--- config.mk ---
export PLATFORM = sky130hd
export DESIGN_NAME = i2c_txn_arbiter_flat
export DESIGN_NICKNAME = d
export VERILOG_FILES = /design/src/rtl/i2c_txn_arbiter_if.sv /design/src/rtl/i2c_txn_arbiter.sv /design/src/flat_wrapper.sv
export SDC_FILE = /design/constraint.sdc
export NUM_CORES = 1
export LEC_CHECK = 0
export ABC_AREA = 1
export BUFFER_PORTS_ARGS = -buffer_cell sky130_fd_sc_hd__buf_2
export CAP_MARGIN = 10
export CORE_UTILIZATION = 45
export CTS_CLUSTER_DIAMETER = 40
export DETAILED_ROUTE_END_ITERATION = 10
export GPL_TIMING_DRIVEN = 0
export PLACE_DENSITY = 0.66
export SYNTH_ARGS = -nofsm -noshare
export SYNTH_HDL_FRONTEND = slang
export SYNTH_SLANG_ARGS = --single-unit
--- constraint.sdc ---
create_clock -name clk48 -period 5.4 [get_ports clk48]
set_input_delay 0.81 -clock clk48 [delete_from_list [all_inputs] [get_ports clk48]]
set_output_delay 0.81 -clock clk48 [all_outputs]
set_load 0.05 [all_outputs]
--- src/rtl/i2c_txn_arbiter_if.sv ---
// Bundle between two register-access requesters, the transaction arbiter
// and a byte-level i2c_master.
//   reqN_*     : requester command (valid held until reqN_done)
//   reqN_done  : one-cycle completion pulse, rsp_* valid in that cycle
//   m_*        : command to / status from the i2c_master
// slave  : arbiter view (takes requests, drives the i2c_master command)
// master : environment view (requesters plus i2c_master)
interface i2c_txn_arbiter_if;
  logic       req0_valid, req0_rw, req0_done;
  logic [6:0] req0_addr;
  logic [7:0] req0_reg, req0_wdata;
  logic       req1_valid, req1_rw, req1_done;
  logic [6:0] req1_addr;
  logic [7:0] req1_reg, req1_wdata;
  logic [7:0] rsp_rdata;
  logic       rsp_error;
  logic       m_ena, m_rw;
  logic [6:0] m_addr;
  logic [7:0] m_wdata;
  logic       m_busy, m_ack_error;
  logic [7:0] m_rdata;

  modport slave (
    input  req0_valid, req0_rw, req0_addr, req0_reg, req0_wdata,
    input  req1_valid, req1_rw, req1_addr, req1_reg, req1_wdata,
    input  m_busy, m_rdata, m_ack_error,
    output req0_done, req1_done, rsp_rdata, rsp_error,
    output m_ena, m_rw, m_addr, m_wdata
  );

  modport master (
    output req0_valid, req0_rw, req0_addr, req0_reg, req0_wdata,
    output req1_valid, req1_rw, req1_addr, req1_reg, req1_wdata,
    output m_busy, m_rdata, m_ack_error,
    input  req0_done, req1_done, rsp_rdata, rsp_error,
    input  m_ena, m_rw, m_addr, m_wdata
  );
endinterface

--- src/rtl/i2c_txn_arbiter.sv ---
// Two-requester round-robin arbiter that turns one register read/write into
// an i2c_master command sequence: byte 0 = register number (write), byte 1 =
// write data, or a repeated-start read. Progress is tracked by counting
// m_busy edges; a per-edge timeout aborts a stuck sequence.
//   clk48   : system clock, rising edge
//   reset_n : asynchronous active-low reset
//   bus     : requester / i2c_master bundle (slave modport)
module i2c_txn_arbiter #(
  parameter int unsigned TIMEOUT_CYCLES = 48000
) (
  input  logic           clk48,
  input  logic           reset_n,
  i2c_txn_arbiter_if.slave bus
);

  typedef enum logic [2:0] {IDLE, BYTE0, BYTE1, BYTE2, DRAIN, DONE} state_t;

  state_t      state, state_nxt;
  logic [1:0]  req_valid;
  logic        do_grant, gnt_sel, busy_rise, tmo_hit;
  logic        busy_q, gnt, rr_last, lat_rw, err_q, m_ena_q, m_rw_q;
  logic [7:0]  lat_wdata, m_wdata_q, rdata_q;
  logic [6:0]  m_addr_q;
  logic [1:0]  done_q;
  logic [31:0] tmo_cnt;

  assign req_valid = {bus.req1_valid, bus.req0_valid};
  assign busy_rise = bus.m_busy & ~busy_q;
  // Fires on the cycle the counter would reach the limit, so m_ena is
  // high for exactly TIMEOUT_CYCLES cycles when the master never answers.
  assign tmo_hit   = (tmo_cnt + 32'd1 == TIMEOUT_CYCLES);

  always_ff @(posedge clk48 or negedge reset_n)
    if (!reset_n) state <= IDLE;
    else          state <= state_nxt;

  always_comb begin
    state_nxt = state;
    do_grant  = 1'b0;
    gnt_sel   = 1'b0;
    case (state)
      IDLE:
        if (|req_valid && !bus.m_busy) begin
          do_grant  = 1'b1;
          // both pending: serve the one not served last
          gnt_sel   = (&req_valid) ? ~rr_last : req_valid[1];
          state_nxt = BYTE0;
        end
      BYTE0:   if (busy_rise) state_nxt = BYTE1;
               else if (tmo_hit) state_nxt = DRAIN;
      BYTE1:   if (busy_rise) state_nxt = BYTE2;
               else if (tmo_hit) state_nxt = DRAIN;
      BYTE2:   if (!bus.m_busy) state_nxt = DONE;
               else if (tmo_hit) state_nxt = DRAIN;
      DRAIN:   if (!bus.m_busy) state_nxt = DONE;
      DONE:    state_nxt = IDLE;
      default: state_nxt = IDLE;
    endcase
  end

  always_ff @(posedge clk48 or negedge reset_n) begin
    if (!reset_n) begin
      busy_q    <= 1'b0;
      gnt       <= 1'b0;
      rr_last   <= 1'b1;   // "last served = 1" gives requester 0 priority
      lat_rw    <= 1'b0;
      lat_wdata <= '0;
      err_q     <= 1'b0;
      m_ena_q   <= 1'b0;
      m_rw_q    <= 1'b0;
      m_addr_q  <= '0;
      m_wdata_q <= '0;
      rdata_q   <= '0;
      done_q    <= '0;
      tmo_cnt   <= '0;
    end else begin
      busy_q <= bus.m_busy;
      done_q <= 2'b00;
      if (state inside {BYTE0, BYTE1, BYTE2, DRAIN}) begin
        tmo_cnt <= tmo_cnt + 32'd1;
        if (bus.m_ack_error) err_q <= 1'b1;
      end
      if (do_grant) begin
        gnt       <= gnt_sel;
        rr_last   <= gnt_sel;
        lat_rw    <= gnt_sel ? bus.req1_rw    : bus.req0_rw;
        lat_wdata <= gnt_sel ? bus.req1_wdata : bus.req0_wdata;
        m_addr_q  <= gnt_sel ? bus.req1_addr  : bus.req0_addr;
        m_wdata_q <= gnt_sel ? bus.req1_reg   : bus.req0_reg;
        m_rw_q    <= 1'b0;
        m_ena_q   <= 1'b1;
        err_q     <= 1'b0;
        tmo_cnt   <= '0;
      end
      // first byte accepted: queue write data, or flip rw for a
      // repeated-start read
      if (state == BYTE0 && state_nxt == BYTE1) begin
        tmo_cnt <= '0;
        m_rw_q  <= lat_rw;
        if (!lat_rw) m_wdata_q <= lat_wdata;
      end
      // second byte accepted: dropping ena makes the master stop after it
      if (state == BYTE1 && state_nxt == BYTE2) begin
        tmo_cnt <= '0;
        m_ena_q <= 1'b0;
      end
      if (state != DRAIN && state_nxt == DRAIN) begin
        m_ena_q <= 1'b0;
        err_q   <= 1'b1;
      end
      if (state != DONE && state_nxt == DONE) begin
        tmo_cnt <= '0;
        if (lat_rw) rdata_q <= bus.m_rdata;
        done_q  <= gnt ? 2'b10 : 2'b01;
      end
    end
  end

  assign bus.req0_done = done_q[0];
  assign bus.req1_done = done_q[1];
  assign bus.rsp_rdata = rdata_q;
  assign bus.rsp_error = err_q;
  assign bus.m_ena     = m_ena_q;
  assign bus.m_rw      = m_rw_q;
  assign bus.m_addr    = m_addr_q;
  assign bus.m_wdata   = m_wdata_q;

endmodule
--- src/flat_wrapper.sv ---
// flat-port wrapper written by rule: the top's interface ports become plain ports
module i2c_txn_arbiter_flat 
#(
  parameter int unsigned TIMEOUT_CYCLES = 48000
)
  (clk48, reset_n, bus_req0_valid, bus_req0_rw, bus_req0_addr, bus_req0_reg, bus_req0_wdata, bus_req1_valid, bus_req1_rw, bus_req1_addr, bus_req1_reg, bus_req1_wdata, bus_m_busy, bus_m_rdata, bus_m_ack_error, bus_req0_done, bus_req1_done, bus_rsp_rdata, bus_rsp_error, bus_m_ena, bus_m_rw, bus_m_addr, bus_m_wdata);
  i2c_txn_arbiter_if bus_i ();
  input  logic clk48;
  input  logic reset_n;
  input wire logic [$bits(bus_i.req0_valid)-1:0] bus_req0_valid;
  input wire logic [$bits(bus_i.req0_rw)-1:0] bus_req0_rw;
  input wire logic [$bits(bus_i.req0_addr)-1:0] bus_req0_addr;
  input wire logic [$bits(bus_i.req0_reg)-1:0] bus_req0_reg;
  input wire logic [$bits(bus_i.req0_wdata)-1:0] bus_req0_wdata;
  input wire logic [$bits(bus_i.req1_valid)-1:0] bus_req1_valid;
  input wire logic [$bits(bus_i.req1_rw)-1:0] bus_req1_rw;
  input wire logic [$bits(bus_i.req1_addr)-1:0] bus_req1_addr;
  input wire logic [$bits(bus_i.req1_reg)-1:0] bus_req1_reg;
  input wire logic [$bits(bus_i.req1_wdata)-1:0] bus_req1_wdata;
  input wire logic [$bits(bus_i.m_busy)-1:0] bus_m_busy;
  input wire logic [$bits(bus_i.m_rdata)-1:0] bus_m_rdata;
  input wire logic [$bits(bus_i.m_ack_error)-1:0] bus_m_ack_error;
  output wire logic [$bits(bus_i.req0_done)-1:0] bus_req0_done;
  output wire logic [$bits(bus_i.req1_done)-1:0] bus_req1_done;
  output wire logic [$bits(bus_i.rsp_rdata)-1:0] bus_rsp_rdata;
  output wire logic [$bits(bus_i.rsp_error)-1:0] bus_rsp_error;
  output wire logic [$bits(bus_i.m_ena)-1:0] bus_m_ena;
  output wire logic [$bits(bus_i.m_rw)-1:0] bus_m_rw;
  output wire logic [$bits(bus_i.m_addr)-1:0] bus_m_addr;
  output wire logic [$bits(bus_i.m_wdata)-1:0] bus_m_wdata;
  assign bus_i.req0_valid = bus_req0_valid;
  assign bus_i.req0_rw = bus_req0_rw;
  assign bus_i.req0_addr = bus_req0_addr;
  assign bus_i.req0_reg = bus_req0_reg;
  assign bus_i.req0_wdata = bus_req0_wdata;
  assign bus_i.req1_valid = bus_req1_valid;
  assign bus_i.req1_rw = bus_req1_rw;
  assign bus_i.req1_addr = bus_req1_addr;
  assign bus_i.req1_reg = bus_req1_reg;
  assign bus_i.req1_wdata = bus_req1_wdata;
  assign bus_i.m_busy = bus_m_busy;
  assign bus_i.m_rdata = bus_m_rdata;
  assign bus_i.m_ack_error = bus_m_ack_error;
  assign bus_req0_done = bus_i.req0_done;
  assign bus_req1_done = bus_i.req1_done;
  assign bus_rsp_rdata = bus_i.rsp_rdata;
  assign bus_rsp_error = bus_i.rsp_error;
  assign bus_m_ena = bus_i.m_ena;
  assign bus_m_rw = bus_i.m_rw;
  assign bus_m_addr = bus_i.m_addr;
  assign bus_m_wdata = bus_i.m_wdata;
  i2c_txn_arbiter #(.TIMEOUT_CYCLES(TIMEOUT_CYCLES)) u_core (.clk48(clk48), .reset_n(reset_n), .bus(bus_i));
endmodule
# Yosys cells after proc, flatten, opt, wreduce, memory -nomap -nowiden
# Index checks and enable logic that the tools add are counted.
# Widths: inputs -> output; s select.
# classes
n_mul,0
n_shift,0
n_eq_ne,11
reduce_logical,17
muxes,35
bitwise_logic,3
n_addsub,1
n_div,0
n_lt_le_gt_ge,0
# ops
cell,n
$mux 32,5
$mux 8,5
$add 32x1->32 const B,1
$eq 32x16->1 const B,1
$mux 3,6
$mux 1,15
$pmux 3 s5,1
$eq 3x2->1 const B,4
$eq 3x3->1 const B,3
$reduce_bool 3->1,3
$mux 7,1
$ne 3x3->1 const B,2
$reduce_and 2->1,3
$logic_and 1x1->1,5
$reduce_bool 5->1,1
$mux 2,2
$reduce_bool 4->1,1
$eq 3x1->1 const B,1
$logic_not 3->1,1
$not 1->1,2
$reduce_bool 2->1,1
$reduce_or 2->1,1
$and 1x1->1,1
$logic_not 1->1,1
# word_totals
rom_bits,0
ramBits,0
inputBits,62
memories,0
latch_bits,0
reg_bits,75
output_inout_bits,28
word_cells,81

# Depth between registers and ports, before layout
# Gate-level depths: netlist of run 1.
# logic_depth
ltp_word,10
mapped_depth,19
ltp_nobuf,18

# Worst setup path after synthesis of run 1
# No wires, ideal clock.
# synth_timing
kind,register to register
start,reg u_core.tmo_cnt[0]
end,"reg u_core.m_wdata_q[5], in the netlist u_core.bus.m_wdata[5]"
slack_ns,3.170
arrival_ns,2.106
path_buffers,1
t_required_ns,5.276
setup_time_ns,0.124
period_less_slack_ns,2.230
path_stages_with_launch,20
cell_sequence,dfrtp_1 -> ha_1 -> nand2_1 -> nor2_4 -> nand2_1 -> nor2_2 -> nand2_1 -> nand2_1 -> nand2_1 -> nor2_1 -> nand2_1 -> nor2_1 -> nand3_1 -> nand2_1 -> nand2_2 -> nand2_4 -> nor2_4 -> buf_4 -> nand2_1 -> o21ai_1
# synth_between
elab_chain_cells,8
elab_cells_between_ends,10
cone_classes,1 x add/sub; 2 x eq/ne; 6 x mux; 1 x reduce/logical
# synth_lines
item,line_no,rtl
start: declaration,i2c_txn_arbiter.sv:25,logic [31:0] tmo_cnt;
start signal: assignment,i2c_txn_arbiter.sv:80,tmo_cnt <= tmo_cnt + 32'd1;
$add 32x1->32 *,i2c_txn_arbiter.sv:31,assign tmo_hit = (tmo_cnt + 32'd1 == TIMEOUT_CYCLES);
$eq 32x16->1 *,i2c_txn_arbiter.sv:31,
$mux 3 *,"i2c_txn_arbiter.sv:50, i2c_txn_arbiter.sv:52, i2c_txn_arbiter.sv:54",
$mux 3 (on tied branches),"i2c_txn_arbiter.sv:53, i2c_txn_arbiter.sv:49, i2c_txn_arbiter.sv:51",
$pmux 3 s5 *,i2c_txn_arbiter.sv:41,case (state)
$eq 3x2->1 *,i2c_txn_arbiter.sv:97,if (state == BYTE0 && state_nxt == BYTE1) begin
$logic_and 1x1->1 *,i2c_txn_arbiter.sv:97,
$mux 8 *,i2c_txn_arbiter.sv:97,
end signal: assignment,i2c_txn_arbiter.sv:89,m_wdata_q <= gnt_sel ? bus.req1_reg : bus.req0_reg;
end signal: assignment,i2c_txn_arbiter.sv:100,if (!lat_rw) m_wdata_q <= lat_wdata;
end: declaration,i2c_txn_arbiter.sv:22,"logic [7:0] lat_wdata, m_wdata_q, rdata_q;"
# Mark *: on every way between the ends. The rest lies on a longest branch, timed or not.
# A chain may end at the register's enable or synchronous reset.

# Final worst setup path of run 1
# layout_timing
start,reg u_core.tmo_cnt[0]
end,reg u_core.tmo_cnt[2]
# layout_between
elab_chain_cells,10
elab_cells_between_ends,19
cone_classes,1 x add/sub; 4 x eq/ne; 10 x mux; 4 x reduce/logical
# layout_lines
item,line_no,rtl
$add 32x1->32 *,"i2c_txn_arbiter.sv:31, i2c_txn_arbiter.sv:80",
$eq 32x16->1,i2c_txn_arbiter.sv:31,
$mux 3,"i2c_txn_arbiter.sv:50, i2c_txn_arbiter.sv:52, i2c_txn_arbiter.sv:54",
$mux 3 (on tied branches),"i2c_txn_arbiter.sv:53, i2c_txn_arbiter.sv:49, i2c_txn_arbiter.sv:51",
$pmux 3 s5,i2c_txn_arbiter.sv:41,
$eq 3x2->1,i2c_txn_arbiter.sv:97,
$logic_and 1x1->1,i2c_txn_arbiter.sv:97,
$mux 32,i2c_txn_arbiter.sv:97,
$mux 32,i2c_txn_arbiter.sv:103,if (state == BYTE1 && state_nxt == BYTE2) begin
$mux 32,i2c_txn_arbiter.sv:111,if (state != DONE && state_nxt == DONE) begin
# Mark *: on every way between the ends. The rest lies on a longest branch, timed or not. The select of a mux whose other input is x is not followed.

==> reports/results.ini, run 1 <==
[run_status]
status = complete, no violations

[setup_path]
crit_type = flop to flop
critPathLaunchType = flop
reg2reg_to = u_core.tmo_cnt[2]
arrival_ns = 3.13
ff2ff_path_depth = 18
required_ns = 5.69
rrSetupSlack_ns = 2.56
worstReg2RegStart = u_core.tmo_cnt[0]
crit_fanout = 10
endpoint_kind = flop

[hold_path]
holdCritPathClass = input pin to asynchronous set/reset pin

[global_route]
grt_use_total_pct = 24.2
grt_max_degree = 59
grt_pass1_wl_um = 19500
antenna_found_initial = 0
grt_pass1_vias = 4082
grt-ovfl-total = 0

[clock_network]
clock_latency_ns = 0.37
postCtsSetupBuffers = 0
clk_pin_slew_ns = 0.09
cts-hold-fix-buffers = 0
root_buffer = clkbuf_8
cts_made_buffers = 9
tritoncts = yes
htreeDepth = 3
cts.path.max_buffers = 2
clock_sinks = 75
ctsResizeCount = 0

[place]
portBuffers = 89
place_ws_ns = 2.61
hpwlAfterDp_um = 9040
place_area_sq_um = 5220
gp_congestion = 0.921
place_inst = 887

[yosys]
seq_area_frac_synth_pct = 41.1
synth_ff_type = dfrtp_1
synth_seq_cells = 75
yosysWarnings = 0
synth_top_cell_by_area = dfrtp_1
synthArstFlopShare_pct = 100
synth_top_area_share_pct = 40.5
synthTopCellsByArea = dfrtp_1 (40%), nand2_1 (18%), o21ai_0 (8.3%)
synth_area_per_cell_sq_um = 6.89
synth.cell_area_sq_um = 4570
syn_nets = 727
netlist_instances = 664
ys_types = 28
synth-edff-count = 0

[timing]
fmax_ghz = 0.352
finalSetupViolCount = 0
report.final.slew_viol_count = 0
finalHoldViolCount = 0
timing.final.crit_share_pct = 52.7
fin_ws_ns = 2.56
finalCriticalPeriod_ns = 2.84
worst_slew_pin_slew_ns = 0.513
fin_skew_ns = 0.0125
tns_ns = 0
relSlewSlack_pct = 65.8
grt_setup_unrepaired = false

[layout]
final_common_cell = nand2_1
diodes = 0
nets = 828
fillers = 1021
drive_gt1_share_pct = 21.6
seqCellArea_sq_um = 1880
multiInputGateArea_sq_um = 2380
syn2layout_area_growth_pct = 19.8
mostFrequentLayoutCells = nand2_1 (223), nor2_1 (91), buf_2 (88)
final_cell_area_sq_um = 5480
final_cells = 903

[detailed_routing]
drt_iter0_markers = 218
drc = 0
routed_wl_um = 11700
vias_per_cell = 5.01
drtAntennaViolNets = 0
dr.pass1.iters = 4
routedWlPerCell_um = 13.0
via_count = 4528

[floorplan]
die_h_um = 103
die_w_um = 103
rows = 36
die_area_sq_um = 10600
core_area_sq_um = 9820
num_io_pins = 90
initial_core_util_pct = 46.6

[power]
powerDensity_nw_per_um2 = 633
p_leak_nw = 2.65
ir_drop_mv = 0.313

[flow_run]
maxCapViolCount = 0

power breakdown:
group	switching [W]	internal [W]	leakage, nW
Sequential	0.000194	0.000820	0.943
Clock	0.000230	0.000356	0.131
Combinational	0.00128	0.000587	1.57
Total	0.00170	0.00176	2.65
per-layer routing:
layer | track usage [%] | wire length, um | vias up
li1 | - | - | 2296
met1 | 31.5 | 5420 | 2081
met2 | 39.2 | 5440 | 132
met3 | 6.31 | 665 | 19
met4 | 8.02 | 221 | 0
met5 | 0 | 0 | -
cells by family (layout without fill, tap and decap cells):
group / count (synthesis) / count (layout) / synth area share [%]
compound gates: 91 / 91 / 10.2
xor+xnor: 4 / 4 / 0.766
fa+ha+maj: 1 / 1 / 0.273
buf+inv: 76 / 182 / 6.81
flops: 75 / 75 / 41.1
mux: 8 / 8 / 1.97
simple gates: 409 / 409 / 38.9
how the worst max path moves through the flow:
stage,endpoint,start,slack [ns]
final,u_core.tmo_cnt[2],u_core.tmo_cnt[0],2.56
after global routing,u_core.tmo_cnt[2],u_core.tmo_cnt[0],2.32
after CTS,u_core.bus.m_wdata[6],u_core.tmo_cnt[0],2.59
after detailed placement,u_core.bus.m_wdata[5],u_core.tmo_cnt[0],2.61
after global placement,u_core.bus.m_wdata[5],bus_m_busy,2.66
after floorplan,u_core.bus.m_wdata[5],u_core.tmo_cnt[0],3.17
sequential cells by signal, indices dropped and copies added (netlist names):
| register | cells |
|---|---|
| u_core.bus.rsp_rdata | 8 |
| u_core.bus.m_addr | 7 |
| u_core.lat_wdata | 8 |
| u_core.busy_q | 1 |
| u_core.done_q | 2 |
| u_core.tmo_cnt | 32 |
| u_core.bus.rsp_error | 1 |
| u_core.bus.m_rw | 1 |
| u_core.bus.m_ena | 1 |
| u_core.state | 3 |
| u_core.lat_rw | 1 |
| u_core.gnt | 1 |
| u_core.bus.m_wdata | 8 |
| u_core.rr_last | 1 |
cell type report:
type | count | area share (%)
plain buffers | 19 | 1.78
clock buffers | 10 | 2.33
clock inverters | 6 | 2.51
inverters | 57 | 3.90
multi-input cells | 513 | 43.5
flip-flops and latches | 75 | 34.3
well taps | 133 | 3.04
repair buffers | 90 | 8.67
per-stage QoR:
stage / power [W] / hold WS, ns / util (%)
finish: 0.00347 / 0.306 / 55.8
global route: 0.00377 / 0.305 / 55.8
CTS: 0.00349 / 0.301 / 55.8
detailed placement: 0.00290 / 0.425 / 53.1
global placement: 0.00285 / 0.410 / 52.8
floorplan: 0.00244 / 0.403 / -
critical path, cell delays in order (launching register included):
cell	delay [ns]
dfrtp_1	0.41
ha_1	0.23
nand2_1	0.11
nor2_4	0.18
nand2_1	0.13
nor2_2	0.26
nand2_1	0.09
nand2_1	0.07
nand2_1	0.07
nor2_1	0.11
nand2_1	0.06
nor2_1	0.16
nand3_1	0.16
nand2_1	0.09
nand2_1	0.06
nand2_1	0.14
nand4_4	0.15
buf_6	0.19
nor2_2	0.09
cell usage after synthesis, drive strengths merged (4+ instances only):
| cell | count |
|---|---|
| nor2 | 131 |
| o21ai | 84 |
| inv | 56 |
| nand3 | 38 |
| nand2 | 229 |
| xor2 | 4 |
| nand3b | 4 |
| mux2 | 8 |
| clkbuf | 15 |
| dfrtp | 74 |
| buf | 4 |
(Power assumes the default switching activity.)
==> run 2, diff against run 1 <==
--- a/config.mk
+++ b/config.mk
@@ -5,14 +5,14 @@
 export SDC_FILE = /design/constraint.sdc
 export NUM_CORES = 1
 export LEC_CHECK = 0
-export ABC_AREA = 1
+export ABC_AREA = 0
 export BUFFER_PORTS_ARGS = -buffer_cell sky130_fd_sc_hd__buf_2
 export CAP_MARGIN = 10
 export CORE_UTILIZATION = 45
 export CTS_CLUSTER_DIAMETER = 40
 export DETAILED_ROUTE_END_ITERATION = 10
 export GPL_TIMING_DRIVEN = 0
-export PLACE_DENSITY = 0.66
+export PLACE_DENSITY = 0.69
 export SYNTH_ARGS = -nofsm -noshare
 export SYNTH_HDL_FRONTEND = slang
 export SYNTH_SLANG_ARGS = --single-unit
==> constraint.sdc (replaced) <==
create_clock -name clk48 -period 2.5 [get_ports clk48]
set_input_delay 0.375 -clock clk48 [delete_from_list [all_inputs] [get_ports clk48]]
set_output_delay 0.375 -clock clk48 [all_outputs]
set_load 0.05 [all_outputs]
==> run 2 against run 1 <==
  * The run now ends with negative setup slack left
  * Global-route usage down 2.5 points
  * Non-clock buffer count up 42
  * Sequential cell count unchanged
  * Sequential share of layout area down 0.50 points
  * Critical path depth down 10
  * Via count down 12%
  * Hold slack worse by 0.098 ns
  * Clock skew about the same
  * Final area up 2.2%
  * Core utilization up 4.8 points
  * Largest power group unchanged
  * Highest routed layer unchanged
==> reports/results.ini, run 2 <==
[run_status]
status = finished with violations  ; was complete, no violations
violations = negative setup slack

[floorplan]
rows = 35  ; was 36
num_io_pins = 90  ; unchanged
die_h_um = 99.6  ; was 103 um
core_area_sq_um = 9240  ; was 9820 sq um
die_area_sq_um = 9920  ; was 10600 sq um
die_w_um = 99.6  ; was 103 um
initial_core_util_pct = 46.4  ; was 46.6%

[power]
ir_drop_mv = 0.791  ; was 0.313 mV
p_leak_nw = 2.54  ; was 2.65 nW
powerDensity_nw_per_um2 = 904  ; was 633 nW/um^2

[layout]
drive_gt1_share_pct = 34.3  ; was 21.6%
final_cell_area_sq_um = 5600  ; was 5480 sq um
fillers = 805  ; was 1021
syn2layout_area_growth_pct = 30.7  ; was 19.8%
largest_reg_flops = 32  ; unchanged
final_common_cell = buf_2  ; was nand2_1
multiInputGateArea_sq_um = 2440  ; was 2380 sq um
top_register = u_core.tmo_cnt  ; unchanged
diodes = 0  ; unchanged
nets = 658  ; was 828
seqCellArea_sq_um = 1890  ; was 1880 sq um
mostFrequentLayoutCells = buf_2 (89), nor2_1 (63), dfrtp_1 (63)  ; was nand2_1 (223), nor2_1 (91), buf_2 (88)

[setup_path]
rrSetupSlack_ns = -0.05  ; was 2.56 ns
crit_fanout = 9  ; was 10
required_ns = 2.72  ; was 5.69 ns
ff2ff_path_depth = 8  ; was 18
worstReg2RegStart = u_core.tmo_cnt[10]  ; was u_core.tmo_cnt[0]
reg2reg_to = u_core.state[0]  ; was u_core.tmo_cnt[2]
critPathLaunchType = flop  ; unchanged
arrival_ns = 2.77  ; was 3.13 ns
crit_type = flop to flop  ; unchanged
endpoint_kind = flop  ; unchanged

[timing]
worst_slew_pin_slew_ns = 0.792  ; was 0.513 ns
relSlewSlack_pct = 47.0  ; was 65.8%
report.final.slew_viol_count = 0  ; unchanged
fmax_ghz = 0.392  ; was 0.352 GHz
finalSetupViolCount = 4  ; was 0
finalCriticalPeriod_ns = 2.55  ; was 2.84 ns
timing.final.crit_share_pct = 102  ; was 52.7%
fin_ws_ns = -0.0488  ; was 2.56 ns
grt_setup_unrepaired = true  ; was false
finalHoldViolCount = 0  ; unchanged
fin_skew_ns = 0.0123  ; was 0.0125 ns
hold_slack_ns = 0.208  ; was 0.306 ns

[yosys]
netlist_instances = 468  ; was 664
syn_nets = 531  ; was 727
synth-edff-count = 0  ; unchanged
yosysWarnings = 0  ; unchanged
synth_top_cell_by_area = dfrtp_1  ; unchanged
synth_top_area_share_pct = 43.2  ; was 40.5%
seq_area_frac_synth_pct = 43.8  ; was 41.1%
synth_common_cells = dfrtp_1 (74), nor2_1 (63), nand2_1 (43)  ; was nand2_1 (223), nor2_1 (91), o21ai_0 (76)
synth_ff_type = dfrtp_1  ; unchanged
synthTopCellsByArea = dfrtp_1 (43%), mux2i_1 (5.8%), nor2_1 (5.5%)  ; was dfrtp_1 (40%), nand2_1 (18%), o21ai_0 (8.3%)
synth_area_per_cell_sq_um = 9.16  ; was 6.89 sq um
synth.cell_area_sq_um = 4290  ; was 4570 sq um
synthArstFlopShare_pct = 100  ; unchanged
ys_types = 61  ; was 28
synth_seq_cells = 75  ; unchanged
yosysMostFrequentCell = dfrtp_1  ; was nand2_1

[detailed_routing]
dr_wl_met3_um = 655  ; was 665 um
drc = 0  ; unchanged
dr.max_layer_used = met4  ; unchanged
routed_wl_um = 10600  ; was 11700 um
routedWlPerCell_um = 14.5  ; was 13.0 um
dr.pass1.iters = 7  ; was 4
wirelength_met1_um = 4640  ; was 5420 um
wl_met2_um = 4990  ; was 5440 um
drt_iter0_markers = 170  ; was 218
vias_per_cell = 5.48  ; was 5.01
drtAntennaViolNets = 0  ; unchanged
via_count = 3997  ; was 4528

[clock_network]
tritoncts = yes  ; unchanged
cts.path.max_buffers = 2  ; unchanged
clock_sinks = 75  ; unchanged
clock_latency_ns = 0.35  ; was 0.37 ns
htreeDepth = 3  ; unchanged
root_buffer = clkbuf_8  ; unchanged
cts_made_buffers = 9  ; unchanged
clk_pin_slew_ns = 0.09  ; about the same

[place]
portBuffers = 89  ; unchanged
hpwlAfterDp_um = 7140  ; was 9040 um
gp_congestion = 0.877  ; was 0.921
place_area_sq_um = 4970  ; was 5220 sq um

[hold_path]
holdCritPathClass = input pin to flop  ; was input pin to asynchronous set/reset pin
hold_start = bus_m_busy
hold_end = u_core.busy_q
hold_depth = 1

[global_route]
grt_use_total_pct = 21.7  ; was 24.2%
grt_max_degree = 62  ; was 59
grt_pass1_wl_um = 17300  ; was 19500 um
antenna_found_initial = 0  ; unchanged
grt-ovfl-total = 0  ; unchanged
grt_pass1_vias = 3738  ; was 4082

[flow_run]
maxCapViolCount = 0  ; unchanged

==> run 2: layout make-up <==
class / count / share of cell area [%]
multi-input combinational: 353 / 43.6
sequential: 75 / 33.8
timing repair buffer: 119 / 12.4
buffer: 32 / 3.33
tap: 129 / 2.88
clock buffer: 9 / 2.21
clock inverter: 7 / 1.47
inverter: 5 / 0.335
==> run 2: metrics by stage <==
step / utilization (%) / TNS, ns / total power (W) / cells / setup slack, ns
2_1_floorplan: - / 0 / 0.00340 / 468 / 0.00340
3_3_place_gp: 53.4 / -1.32 / 0.00393 / 686 / -0.306
3_5_place_dp: 53.7 / -1.43 / 0.00399 / 687 / -0.307
4_1_cts: 58.5 / -0.0868 / 0.00506 / 713 / -0.0868
5_1_grt: 60.6 / -0.574 / 0.00537 / 729 / -0.147
6_report: 60.6 / -0.0872 / 0.00506 / 729 / -0.0488
==> run 2: critical path: stages (launching register included) <==
cell and delay [ns]:
dfrtp_1 0.33, clkbuf_4 0.19, nand2_2 0.11, or4_4 0.53, nor4b_2 0.23, o22ai_1 0.10, or4_4 0.57, nor4b_4 0.25
o31ai_1 0.10
==> run 2: cells by family after synthesis <==
| logic type | count (synthesis) | synth area share (%) |
|---|---|---|
| AO/OA/AOI/OAI | 84 | 11.8 |
| buffers and inverters | 40 | 4.14 |
| multiplexers | 33 | 7.94 |
| AND/OR/NAND/NOR | 198 | 24.5 |
| XOR/XNOR | 37 | 7.56 |
| flip-flops | 75 | 43.8 |
| adder cells (fa/ha/maj) | 1 | 0.292 |
==> run 2: power by group <==
group | internal [W] | total [W] | switching [W]
clock network | 0.000479 | 0.000997 | 0.000518
logic | 0.000680 | 0.00229 | 0.00161
registers | 0.00157 | 0.00178 | 0.000205
total | 0.00273 | 0.00506 | 0.00234
==> run 2: layer usage <==
metal / vias up / track usage (%)
li1: 1907 / -
met1: 1898 / 27.8
met2: 156 / 35.7
met3: 36 / 4.50
met4: 0 / 9.28
met5: - / 0
==> run 2: how the worst max path moves through the flow <==
stage                             startpoint                    to  slack (ns)
after floorplan            u_core.tmo_cnt[0]       u_core.state[1]       0.003
after global placement     u_core.tmo_cnt[3]      u_core.bus.m_ena       -0.31
after detailed placement   u_core.tmo_cnt[1]  u_core.bus.rsp_error       -0.31
after CTS                  u_core.tmo_cnt[0]       u_core.state[0]       -0.09
after global routing      u_core.tmo_cnt[10]       u_core.state[0]       -0.15
final                     u_core.tmo_cnt[10]       u_core.state[0]       -0.05
==> run 2: repair_timing <==
item                                    CTS  global route
setup buffers                            12            16
pin swaps                                15             6
endpoints found under the setup margin    7            43
hold endpoints to repair                 14             0
resized for setup                        33            28
hold buffers                              1             0
==> run 3, diff against run 2 <==
--- a/config.mk
+++ b/config.mk
@@ -12,6 +12,7 @@
 export CTS_CLUSTER_DIAMETER = 40
 export DETAILED_ROUTE_END_ITERATION = 10
 export GPL_TIMING_DRIVEN = 0
+export MAX_ROUTING_LAYER = met4
 export PLACE_DENSITY = 0.69
 export SYNTH_ARGS = -nofsm -noshare
 export SYNTH_HDL_FRONTEND = slang
==> run 3 against run 2 <==
  * The flow still finishes with violations (negative setup slack)
  * First-iteration DRC count fell by 20%
  * Sequential share of layout area barely moved
  * Cell count rose by 0.14%
  * Wire length up 3.7%
  * Clock power decreased by 12%
  * Hold slack better by 0.0046 ns
  * Non-clock buffer count increased by 1
  * Critical path depth is 1 higher
  * Critical path type unchanged
  * Largest cell class unchanged
  * Highest routed layer unchanged
==> reports/results.ini, run 3 (same netlist as run 2, synthesis figures left out) <==
[timing]
relSlewSlack_pct = 48.6  ; was 47.0%
worst_slew_pin_slew_ns = 0.769  ; was 0.792 ns
tns_ns = -0.285  ; was -0.0872 ns
fin_skew_ns = 0.0144  ; was 0.0123 ns
grt_setup_unrepaired = true  ; unchanged
finalCriticalPeriod_ns = 2.60  ; was 2.55 ns
fmax_ghz = 0.384  ; was 0.392 GHz
timing.final.crit_share_pct = 104  ; was 102%
finalSetupViolCount = 4  ; unchanged
finalHoldViolCount = 0  ; unchanged
report.final.slew_viol_count = 0  ; unchanged
fin_ws_ns = -0.105  ; was -0.0488 ns

[floorplan]
core_area_sq_um = 9240  ; unchanged
num_io_pins = 90  ; unchanged
die_h_um = 99.6  ; unchanged
die_w_um = 99.6  ; unchanged
die_area_sq_um = 9920  ; unchanged
initial_core_util_pct = 46.4  ; unchanged
rows = 35  ; unchanged

[power]
switching_share_pct = 46.5  ; was 46.1%
p_leak_nw = 2.55  ; was 2.54 nW
p_int_w = 0.00265  ; was 0.00273 W
comb_power_share_pct = 46.3  ; was 45.3%
p_switching_w = 0.00230  ; was 0.00234 W
clkPwrFrac_pct = 17.7  ; was 19.7%
ir_drop_mv = 0.739  ; was 0.791 mV
sequentialPowerShare_pct = 36.0  ; was 35.1%
powerDensity_nw_per_um2 = 885  ; was 904 nW/um^2

[layout]
mostFrequentLayoutCells = buf_2 (89), dfrtp_1 (65), nor2_1 (63)  ; was buf_2 (89), nor2_1 (63), dfrtp_1 (63)
final_common_cell = buf_2  ; unchanged
largest_reg_flops = 32  ; unchanged
final_cell_area_sq_um = 5590  ; was 5600 sq um
multiInputGateArea_sq_um = 2440  ; unchanged
top_register = u_core.tmo_cnt  ; unchanged
fillers = 785  ; was 805
syn2layout_area_growth_pct = 30.3  ; was 30.7%
drive_gt1_share_pct = 33.8  ; was 34.3%
diodes = 0  ; unchanged
seqCellArea_sq_um = 1890  ; about the same
nets = 659  ; was 658

[place]
gp_congestion = 0.898  ; was 0.877
place_area_sq_um = 4970  ; unchanged
hpwlAfterDp_um = 7350  ; was 7140 um
portBuffers = 89  ; unchanged

[detailed_routing]
drtAntennaViolNets = 0  ; unchanged
drc = 0  ; unchanged
dr.pass1.iters = 5  ; was 7
vias_per_cell = 5.50  ; was 5.48
drt_iter0_markers = 136  ; was 170
routedWlPerCell_um = 15.1  ; was 14.5 um
routed_wl_um = 11000  ; was 10600 um
via_count = 4016  ; was 3997

[global_route]
grt_pass1_vias = 3836  ; was 3738
grt_use_total_pct = 22.9  ; was 21.7%
grt_pass1_wl_um = 17900  ; was 17300 um
gr-usage-met3_pct = 4.15  ; was 4.50%
grt_max_degree = 60  ; was 62
grt-ovfl-total = 0  ; unchanged
grt.met1_usage_pct = 28.6  ; was 27.8%
antenna_found_initial = 0  ; unchanged
top_usage_layer = met2  ; unchanged
grt.met2_usage_pct = 37.9  ; was 35.7%

[hold_path]
holdCritPathClass = input pin to flop  ; unchanged
hold_start = bus_m_busy  ; unchanged

[run_status]
violations = negative setup slack  ; unchanged
status = finished with violations  ; unchanged

[setup_path]
startpoint = u_core.tmo_cnt[0]  ; was u_core.tmo_cnt[10]
crit_fanout = 4  ; was 9
cp_num_buf_inv = 2  ; was 1
crit_path_cell_trace = buf_6 > and4_4 > buf_4 > nand3_1 > a2111oi_2 > o2111ai_1 > or4_4 > o32ai_2 > a21oi_1  ; was clkbuf_4 > nand2_2 > or4_4 > nor4b_2 > o22ai_1 > or4_4 > nor4b_4 > o31ai_1
arrival_ns = 2.82  ; was 2.77 ns
endpoint_kind = flop  ; unchanged
max_stage_delay_ns = 0.64  ; was 0.57 ns
critPathSlowestCell = or4_4  ; unchanged
crit_type = flop to flop  ; unchanged
worstReg2RegStart = u_core.tmo_cnt[0]  ; was u_core.tmo_cnt[10]
required_ns = 2.71  ; was 2.72 ns
critPathLaunchType = flop  ; unchanged
cpLargestDelayFamily = simple AND/OR/NAND/NOR gates  ; unchanged

[clock_network]
root_buffer = clkbuf_8  ; unchanged
clk_pin_slew_ns = 0.09  ; about the same
clock_sinks = 75  ; unchanged
tritoncts = yes  ; unchanged
cts_made_buffers = 9  ; unchanged
clock_latency_ns = 0.36  ; was 0.35 ns
htreeDepth = 3  ; unchanged
cts.path.max_buffers = 2  ; unchanged

[flow_run]
maxCapViolCount = 0  ; unchanged

-- run 3: cell type report --
type	instances	area share [%]
multi-input cells	353	43.7
flip-flops and latches	75	33.8
repair buffers	120	12.7
plain buffers	32	3.34
well taps	129	2.89
clock buffers	11	2.53
clock inverters	5	0.672
inverters	5	0.336
-- run 3: stage by stage --
stage               utilization (%)  worst slack [ns]  std cells  power (W)  hold WS [ns]
floorplan                         -           0.00340        468    0.00340        0.0794
global placement               53.4            -0.316        686    0.00393         0.460
detailed placement             53.7            -0.362        687    0.00399         0.267
CTS                            58.8            -0.117        722    0.00495         0.200
global route                   60.5            -0.143        730    0.00525         0.209
finish                         60.5            -0.105        730    0.00495         0.213
-- run 3: power groups by stage --
stage | registers (W) | clock network, W | logic [W]
finish | 0.00178 | 0.000875 | 0.00229
global route | 0.00183 | 0.000939 | 0.00248
detailed placement | 0.00181 | 0 | 0.00218
floorplan | 0.00252 | 0 | 0.000885
global placement | 0.00180 | 0 | 0.00214
CTS | 0.00178 | 0.000888 | 0.00228
-- run 3: worst paths after layout --
check,endpoint,slack [ns],cells after the start
hold / removal,u_core.busy_q,0.21,1
max in group asynchronous,u_core.rr_last,1.46,3
hold reg to reg,u_core.done_q[1],0.49,1
setup / recovery,u_core.state[1],-0.10,9
setup reg to reg,u_core.state[1],-0.10,9
min in group asynchronous,u_core.tmo_cnt[7],0.43,2
-- run 3: repair_timing --
item                                    4_1_cts  5_1_grt
endpoints found under the setup margin        5       52
gates resized for setup                      34       28
setup buffers                                19       10
hold endpoints to repair                     16        0
hold buffers                                  1        0
pin swaps                                    19       13
-- run 3: layer usage --
layer	wire length (um)	vias up
met5	0	-
met4	174	0
met3	603	21
met2	5520	160
met1	4690	1924
li1	-	1911
